`config.mk`:
```
export PLATFORM = sky130hd
export DESIGN_NAME = cpu_loader
export DESIGN_NICKNAME = d
export VERILOG_FILES = /design/src/rtl/cpu_loader.sv
export SDC_FILE = /design/constraint.sdc
export NUM_CORES = 1
export LEC_CHECK = 0
export CAP_MARGIN = 40
export CELL_PAD_IN_SITES_DETAIL_PLACEMENT = 0
export CELL_PAD_IN_SITES_GLOBAL_PLACEMENT = 2
export CORE_MARGIN = 2
export CORE_UTILIZATION = 28
export DETAILED_ROUTE_END_ITERATION = 8
export PLACE_DENSITY_LB_ADDON = 0.1
export SYNTH_ARGS = -nofsm -noshare
export SYNTH_HDL_FRONTEND = slang
export SYNTH_SLANG_ARGS = --single-unit
```
`constraint.sdc`:
```
create_clock -name clk -period 2.43 [get_ports clk]
set_input_delay 0.729 -clock clk [delete_from_list [all_inputs] [get_ports clk]]
set_output_delay 0.729 -clock clk [all_outputs]
set_load 0.005 [all_outputs]
```
`src/rtl/cpu_loader.sv`:
```
// Host-side loader for the 8-bit CPU: streams a program into IRAM and data into
// DRAM, runs the CPU with a watchdog, then returns a fixed DRAM window to the host.
module cpu_loader #(
  parameter int N_OUT   = 8,
  parameter int TIMEOUT = 65535
) (
  input  logic        clk,
  input  logic        rstn,
  input  logic [7:0]  s_data,
  input  logic        s_valid,
  output logic        s_ready,
  output logic [7:0]  m_data,
  output logic        m_valid,
  input  logic        m_ready,
  output logic        mem_sel,
  output logic [7:0]  iram_addr,
  output logic [15:0] iram_din,
  output logic        iram_write,
  output logic [7:0]  dram_addr,
  output logic [7:0]  dram_din,
  output logic        dram_write,
  input  logic [7:0]  dram_dout,
  output logic        cpu_start,
  input  logic        cpu_idle,
  output logic        err,
  output logic [3:0]  state_dbg
);

  // Handshake: a byte moves on either stream only at a rising edge where
  // valid and ready are both high; m_data is held while m_valid waits on m_ready.

  typedef enum logic [3:0] {
    S_HDR_I, S_I_LO, S_I_HI, S_HDR_D, S_D,
    S_START, S_RUN, S_RD_ADDR, S_RD_WAIT, S_SEND
  } state_t;

  localparam int            TW       = $clog2(TIMEOUT + 1);
  localparam logic [7:0]    LAST_RD  = 8'(N_OUT - 1);
  localparam logic [TW-1:0] TMR_LAST = TW'(TIMEOUT - 1);

  state_t        state;
  logic [7:0]    addr_cnt;
  logic [7:0]    last_idx;
  logic [7:0]    lo_byte;
  logic [7:0]    rd_cnt;
  logic [TW-1:0] tmr;

  always_ff @(posedge clk or negedge rstn) begin
    if (!rstn) begin
      state    <= S_HDR_I;
      addr_cnt <= '0;
      last_idx <= '0;
      lo_byte  <= '0;
      rd_cnt   <= '0;
      tmr      <= '0;
      m_data   <= '0;
      m_valid  <= 1'b0;
      err      <= 1'b0;
    end else begin
      case (state)
        S_HDR_I: if (s_valid) begin
          addr_cnt <= '0;
          last_idx <= s_data - 8'd1;
          state    <= (s_data == 8'd0) ? S_HDR_D : S_I_LO;
        end
        S_I_LO: if (s_valid) begin
          lo_byte <= s_data;
          state   <= S_I_HI;
        end
        S_I_HI: if (s_valid) begin
          addr_cnt <= addr_cnt + 8'd1;
          state    <= (addr_cnt == last_idx) ? S_HDR_D : S_I_LO;
        end
        S_HDR_D: if (s_valid) begin
          addr_cnt <= '0;
          last_idx <= s_data - 8'd1;
          state    <= (s_data == 8'd0) ? S_START : S_D;
        end
        S_D: if (s_valid) begin
          addr_cnt <= addr_cnt + 8'd1;
          if (addr_cnt == last_idx) state <= S_START;
        end
        S_START: begin
          tmr   <= '0;
          state <= S_RUN;
        end
        S_RUN: begin
          tmr <= tmr + 1'b1;
          // cpu_idle is still stale on the first run cycle, so tmr==0 is skipped
          if (tmr != '0 && cpu_idle) begin
            rd_cnt <= '0;
            state  <= S_RD_ADDR;
          end else if (tmr == TMR_LAST) begin
            err    <= 1'b1;
            rd_cnt <= '0;
            state  <= S_RD_ADDR;
          end
        end
        S_RD_ADDR: state <= S_RD_WAIT;
        S_RD_WAIT: begin
          m_data  <= dram_dout;
          m_valid <= 1'b1;
          state   <= S_SEND;
        end
        S_SEND: if (m_ready) begin
          m_valid <= 1'b0;
          rd_cnt  <= rd_cnt + 8'd1;
          state   <= (rd_cnt == LAST_RD) ? S_HDR_I : S_RD_ADDR;
        end
        default: state <= S_HDR_I;
      endcase
    end
  end

  // RAM strobes and buses follow the accepted byte in the same cycle.
  always_comb begin
    s_ready    = (state == S_HDR_I) || (state == S_I_LO) || (state == S_I_HI) ||
                 (state == S_HDR_D) || (state == S_D);
    mem_sel    = !((state == S_START) || (state == S_RUN));
    cpu_start  = (state == S_START);
    iram_write = (state == S_I_HI) && s_valid;
    iram_addr  = iram_write ? addr_cnt : 8'd0;
    iram_din   = iram_write ? {s_data, lo_byte} : 16'd0;
    dram_write = (state == S_D) && s_valid;
    dram_din   = dram_write ? s_data : 8'd0;
    if (dram_write)              dram_addr = addr_cnt;
    else if (state == S_RD_ADDR) dram_addr = rd_cnt;
    else                         dram_addr = 8'd0;
    state_dbg  = state;
  end

endmodule

```
==> After elaboration in Yosys (flattened, before gate mapping) <==
Cells that the tools add are included.
{ "word_totals": {"input_bits": 21, "register_bits": 62, "elab_cells": 90, "output_inout_bits": 59} }
{ "op_classes": {"mux": 29, "n_eq_ne": 22, "add_sub_neg": 4, "bitwise_logic": 1, "n_reduce_logical": 25} }
{ "op_table": {"columns": ["operator", "n"], "rows": [
  ["$mux W8", 9],
  ["$pmux W4 S10", 1],
  ["$mux W4", 9],
  ["$pmux W16 S2", 1],
  ["$pmux W8 S2", 2],
  ["$add A16 B1 Y16 const B", 1],
  ["$add A8 B1 Y8 const B", 2],
  ["$eq A16 B16 Y1 const B", 1],
  ["$eq A4 B3 Y1 const B", 4],
  ["$mux W16", 1],
  ["$reduce_bool A16 Y1", 1],
  ["$ne A2 B2 Y1 const B", 7],
  ["$reduce_and A3 Y1", 3],
  ["$eq A4 B2 Y1 const B", 2],
  ["$eq A4 B4 Y1 const B", 2],
  ["$eq A8 B3 Y1 const B", 1],
  ["$eq A8 B8 Y1", 1],
  ["$logic_not A8 Y1", 1],
  ["$reduce_and A8 Y1", 1],
  ["$reduce_bool A2 Y1", 4],
  ["$sub A8 B1 Y8 const B", 1],
  ["$reduce_and A2 Y1", 3],
  ["$logic_or A1 B1 Y1", 5],
  ["$eq A4 B1 Y1 const B", 1],
  ["11 further kinds", 17]
]} }

==> Longest topological paths before layout <==
Gate-level depths: netlist (run 1).
{ "depth": {"depth_word": 5, "mapped_depth": 7} }

==> Worst setup path after synthesis (run 1) <==
Ideal clock, no wire load.
{ "synth_timing": {"path_kind": "in2out", "start": "input s_valid", "end": "output dram_addr[6]", "path_buffers": 3, "path_stages": 5, "arrival_time_ns": 1.799, "setup_slack_ns": -0.098, "cell_sequence": "clkbuf_1 > and3_1 > clkbuf_1 > clkbuf_1 > a22o_1"} }
{ "synth_via": {"elab_chain_cells": 2} }
{ "synth_rtl": {"columns": ["item", "line_no", "rtl"], "rows": [
  ["start: declaration", "10", "input logic s_valid,"],
  ["$logic_and A1 B1 Y1", "124", "dram_write = (state == S_D) && s_valid;"],
  ["named net dram_write", "21", "output logic dram_write,"],
  ["$mux W8", "126", "if (dram_write) dram_addr = addr_cnt;"],
  ["end: declaration", "19", "output logic [7:0] dram_addr,"]
]} }
The timed path passes the listed nets, and every way through them passes these cells.

==> Worst setup path in the final report (run 1) <==
{ "layout_timing": {"start": "register state[1] (netlist: state_dbg[1])", "end": "output dram_addr[4]"} }
{ "layout_via": {"elab_chain_cells": 3, "word_cells_on_any_way": 5} }
{ "layout_rtl": {"columns": ["item", "line_no", "rtl"], "rows": [
  ["start: declaration", "41", "state_t state;"],
  ["start signal: assignment", "64", "state <= (s_data == 8'd0) ? S_HDR_D : S_I_LO;"],
  ["start signal: assignment", "72", "state <= (addr_cnt == last_idx) ? S_HDR_D : S_I_LO;"],
  ["start signal: assignment", "77", "state <= (s_data == 8'd0) ? S_START : S_D;"],
  ["$eq A4 B3 Y1, on equally long branches", "127, 124", null],
  ["$mux W8 / $logic_and A1 B1 Y1 (equally long branches)", "127, 124", null],
  ["$mux W8 *", "126", null]
]} }
Mark *: on every way between the ends. The rest lies on a longest branch, timed or not.

==> flow_summary.yaml, run 1 <==
route:
  dr.pass1.iters: 4
  wl_per_cell_um: 15.5
  dr.first_iter.drc_count: 114
  dr_total_vias: 3228
  wl_mm: 10.4
  antenna_left: 0
  via_per_inst: 4.82
  drc: 0
setup_path:
  cp.arrival_ps: 1630
  rr_worst_depth: 5
  r2r-end: "rd_cnt[0]$_DFFE_PN0P_"
  rrSetupSlack_ps: 350
  crit_top_cell: "buf_4"
  slowest_stage: "dfrtp_2"
  crit_required_ps: 1700
  worst-setup-path-type: "flip-flop to output pin"
  critPathLaunch: "state_dbg[1]$_DFFE_PN0P_"
  crit_path_start_kind: "flip-flop"
  cp_slowest_stage_delay_ps: 440
  end_kind: "output pin"
  crit_chain: "buf_6, buf_4, nand2_2, nor2_1, buf_4, a22o_1, buf_2"
  rr_startpoint: "tmr[13]$_DFFE_PN0N_"
  critical_path.max_fanout: 8
finish:
  final_util_pct: 40.9
  layout-drive-gt1-share_pct: 29.9
  antenna-diode-count: 0
  nets: 523
  final_cells: 670
  fillCellCount: 1295
  area_growth_pct: 44.0
placement:
  gp_congestion: 0.807
  io_buffer_count: 79
  dp_cells: 643
  dp_hpwl_mm: 7.37
sta:
  final_hold_viol_count: 0
  setup_violations: 0
  tightest_slew_ps: 546
  rsz0062_at_grt: "yes"
  max_freq_mhz: 424
  max_slew_margin_pct: 63.5
  worst_clock_skew_ps: 6.45
  fin_crit_ps: 2360
  hold-worst-slack_ps: 404
  min_period_over_period_pct: 97.1
  drv_slew: 0
synth:
  netlist_area_um2: 3540
  synth_cell_type_count: 51
  ys_seq_area_share_pct: 43.8
  ys.flop_type: "dfrtp_1"
  async_flop_share_pct: 100
  syn_nets: 395
  synth_area_leaders: "dfrtp_1 (44%), and2_1 (6.0%), mux2_2 (4.5%)"
  synth_top_cell_by_area: "dfrtp_1"
  syn_inst: 367
  ys_seq_elements: 62
  syn_avg_cell_area_um2: 9.64
  synth-edff-count: 0
  yosys_warnings: 0
  synth_top_area_share_pct: 43.8
clock_network:
  root_buffer: "clkbuf_16"
  htreeDepth: 3
  clkTransAtPathRegs_ps: 50
  cts_sinks: 62
  hold_buffers: 0
  clock_path_buffers: 2
  cts-buffers-inserted: 9
  clk_latency_ps: 330
  cts_tree: "yes"
power:
  seqPwrFrac_pct: 33.3
  power_frac_comb_pct: 39.7
  clkPwrFrac_pct: 27.0
  sw_frac_of_total_pct: 32.4
  p_per_area_nw_per_um2: 934
  internal_power_uw: 3220
  power.total_uw: 4760
  p_leak_uw: 0.00235
  vdd_ir_drop_max_mv: 0.428
  power_switching_uw: 1540
die:
  coreArea_um2: 12500
  die_area_um2: 13600
  start_util_pct: 28.4
  fp-row-count: 41
  pin_count: 80
  die_y_um: 116
  die_x_um: 116
global_route:
  grt_pass1_vias: 3215
  antenna_found_initial: 0
  grt_max_degree: 63
  overflow: 0
  grtUsageTotal_pct: 16.7
  grt_pass1_wl_mm: 17.0
status:
  status: "finished, final reports clean"
min_path:
  min_path_type: "input port to asynchronous set/reset pin"
job:
  cap_violations: 0
[worst max-delay path by stage]
stage,slack (ps),endpoint,depth (start not counted)
2_1_floorplan,50,iram_din[10],4
5_1_grt,-4,iram_addr[6],6
3_3_place_gp,-580,iram_din[6],5
3_5_place_dp,-630,iram_addr[1],5
4_1_cts,-150,dram_addr[7],6
6_report,70,dram_addr[4],7
[per-layer routing]
metal  global-route usage, %  up-vias  wire length, um
li1                        -     1585                -
met1                    23.3     1550             5000
met2                    25.2       78             4680
met3                    4.05       15              525
met4                    5.87        0              195
met5                       0        -                0
[logic make-up after synthesis]
logic type	share of synthesized area, %
compound gates	14.4
flops	43.8
simple gates	24.8
xor+xnor	5.94
fa+ha+maj	2.48
mux	5.73
buf+inv	2.83
[area by class of cell]
type	instances	area, um^2	area share, %
Clock inverter	1	30.0	0.590
Inverter	9	33.8	0.663
Timing Repair Buffer	134	1070	20.9
Multi-Input combinational cell	279	1930	37.9
Clock buffer	13	260	5.11
Sequential cell	62	1560	30.6
Tap cell	172	215	4.22
[cells in the mapped netlist, types with 2 or more instances]
cell and number:
xor2_1 6, nand3_1 21, or4_1 2, a31oi_1 3, nor4_1 2, nor3_1 9
a21o_1 2, nor2_1 20, buf_2 2, or4_4 3, nand2_1 31, o21ai_0 24
ha_1 7, and2_1 34, o211ai_1 4, o22ai_1 2, o31ai_1 5, a211oi_1 3
nor3b_1 4, nand2b_1 3, clkbuf_1 15, a211o_1 3, or3_1 2, nor2b_1 2
and3_1 6, nand4_1 8, xnor2_1 18, mux2_2 14, a21oi_1 8, mux2i_1 3
a22o_1 12, dfrtp_1 62, inv_1 9
[power groups by stage]
| stage | clock network [uW] | logic (uW) | registers (uW) |
|---|---|---|---|
| final | 1290 | 1890 | 1580 |
| after floorplan | 0 | 941 | 1500 |
| after detailed placement | 0 | 1800 | 1580 |
| after global placement | 0 | 1790 | 1580 |
| after CTS | 1320 | 1950 | 1580 |
| after global routing | 1370 | 2110 | 1630 |
[through the flow]
stage / cell area (um^2) / worst slack, ps / TNS [ps]
4_1_cts: 5240 / -155 / -2920
3_3_place_gp: 4810 / -584 / -23820
5_1_grt: 5090 / -4.12 / -10.4
6_report: 5090 / 69.8 / 0
2_1_floorplan: 3540 / 53.2 / 0
3_5_place_dp: 4810 / -633 / -26050
[layout by cell type, fill, tap and decap left out, drive strengths merged, types with 12 or more instances in the layout]
cell / netlist / layout
buf: 2 / 75
dfrtp: 62 / 62
and2: 35 / 35
clkbuf: 15 / 32
clkdlybuf4s50: 0 / 31
nand2: 31 / 31
o21ai: 24 / 24
nand3: 21 / 21
nor2: 21 / 21
xnor2: 18 / 18
mux2: 15 / 15
a22o: 12 / 12
[worst max-delay path: cells and delay by family (launching register included)]
family | cells | cell delay, ps
buf+inv | 4 | 560
simple gates | 2 | 110
flops | 1 | 440
compound gates | 1 | 190
[sequential cells by signal (all words and copies together), names as in the netlist]
register   count
lo_byte        8
m_valid        1
err            1
state_dbg      4
tmr           16
m_data         8
rd_cnt         8
last_idx       8
addr_cnt       8
[what timing repair did]
item / CTS / global route
resized for setup: 120 / 56
pin swaps: 9 / 6
endpoints found under the setup margin: 45 / 42
setup buffers: 13 / 3
cloned: 2 / 0
(Power assumes the default switching activity.)
==> inputs of run 2 (changes only) <==
Settings changed: SLEW_MARGIN set to 10.
==> results of run 2 <==
The final DEF is identical to that of run 1; final timing and power are the same.
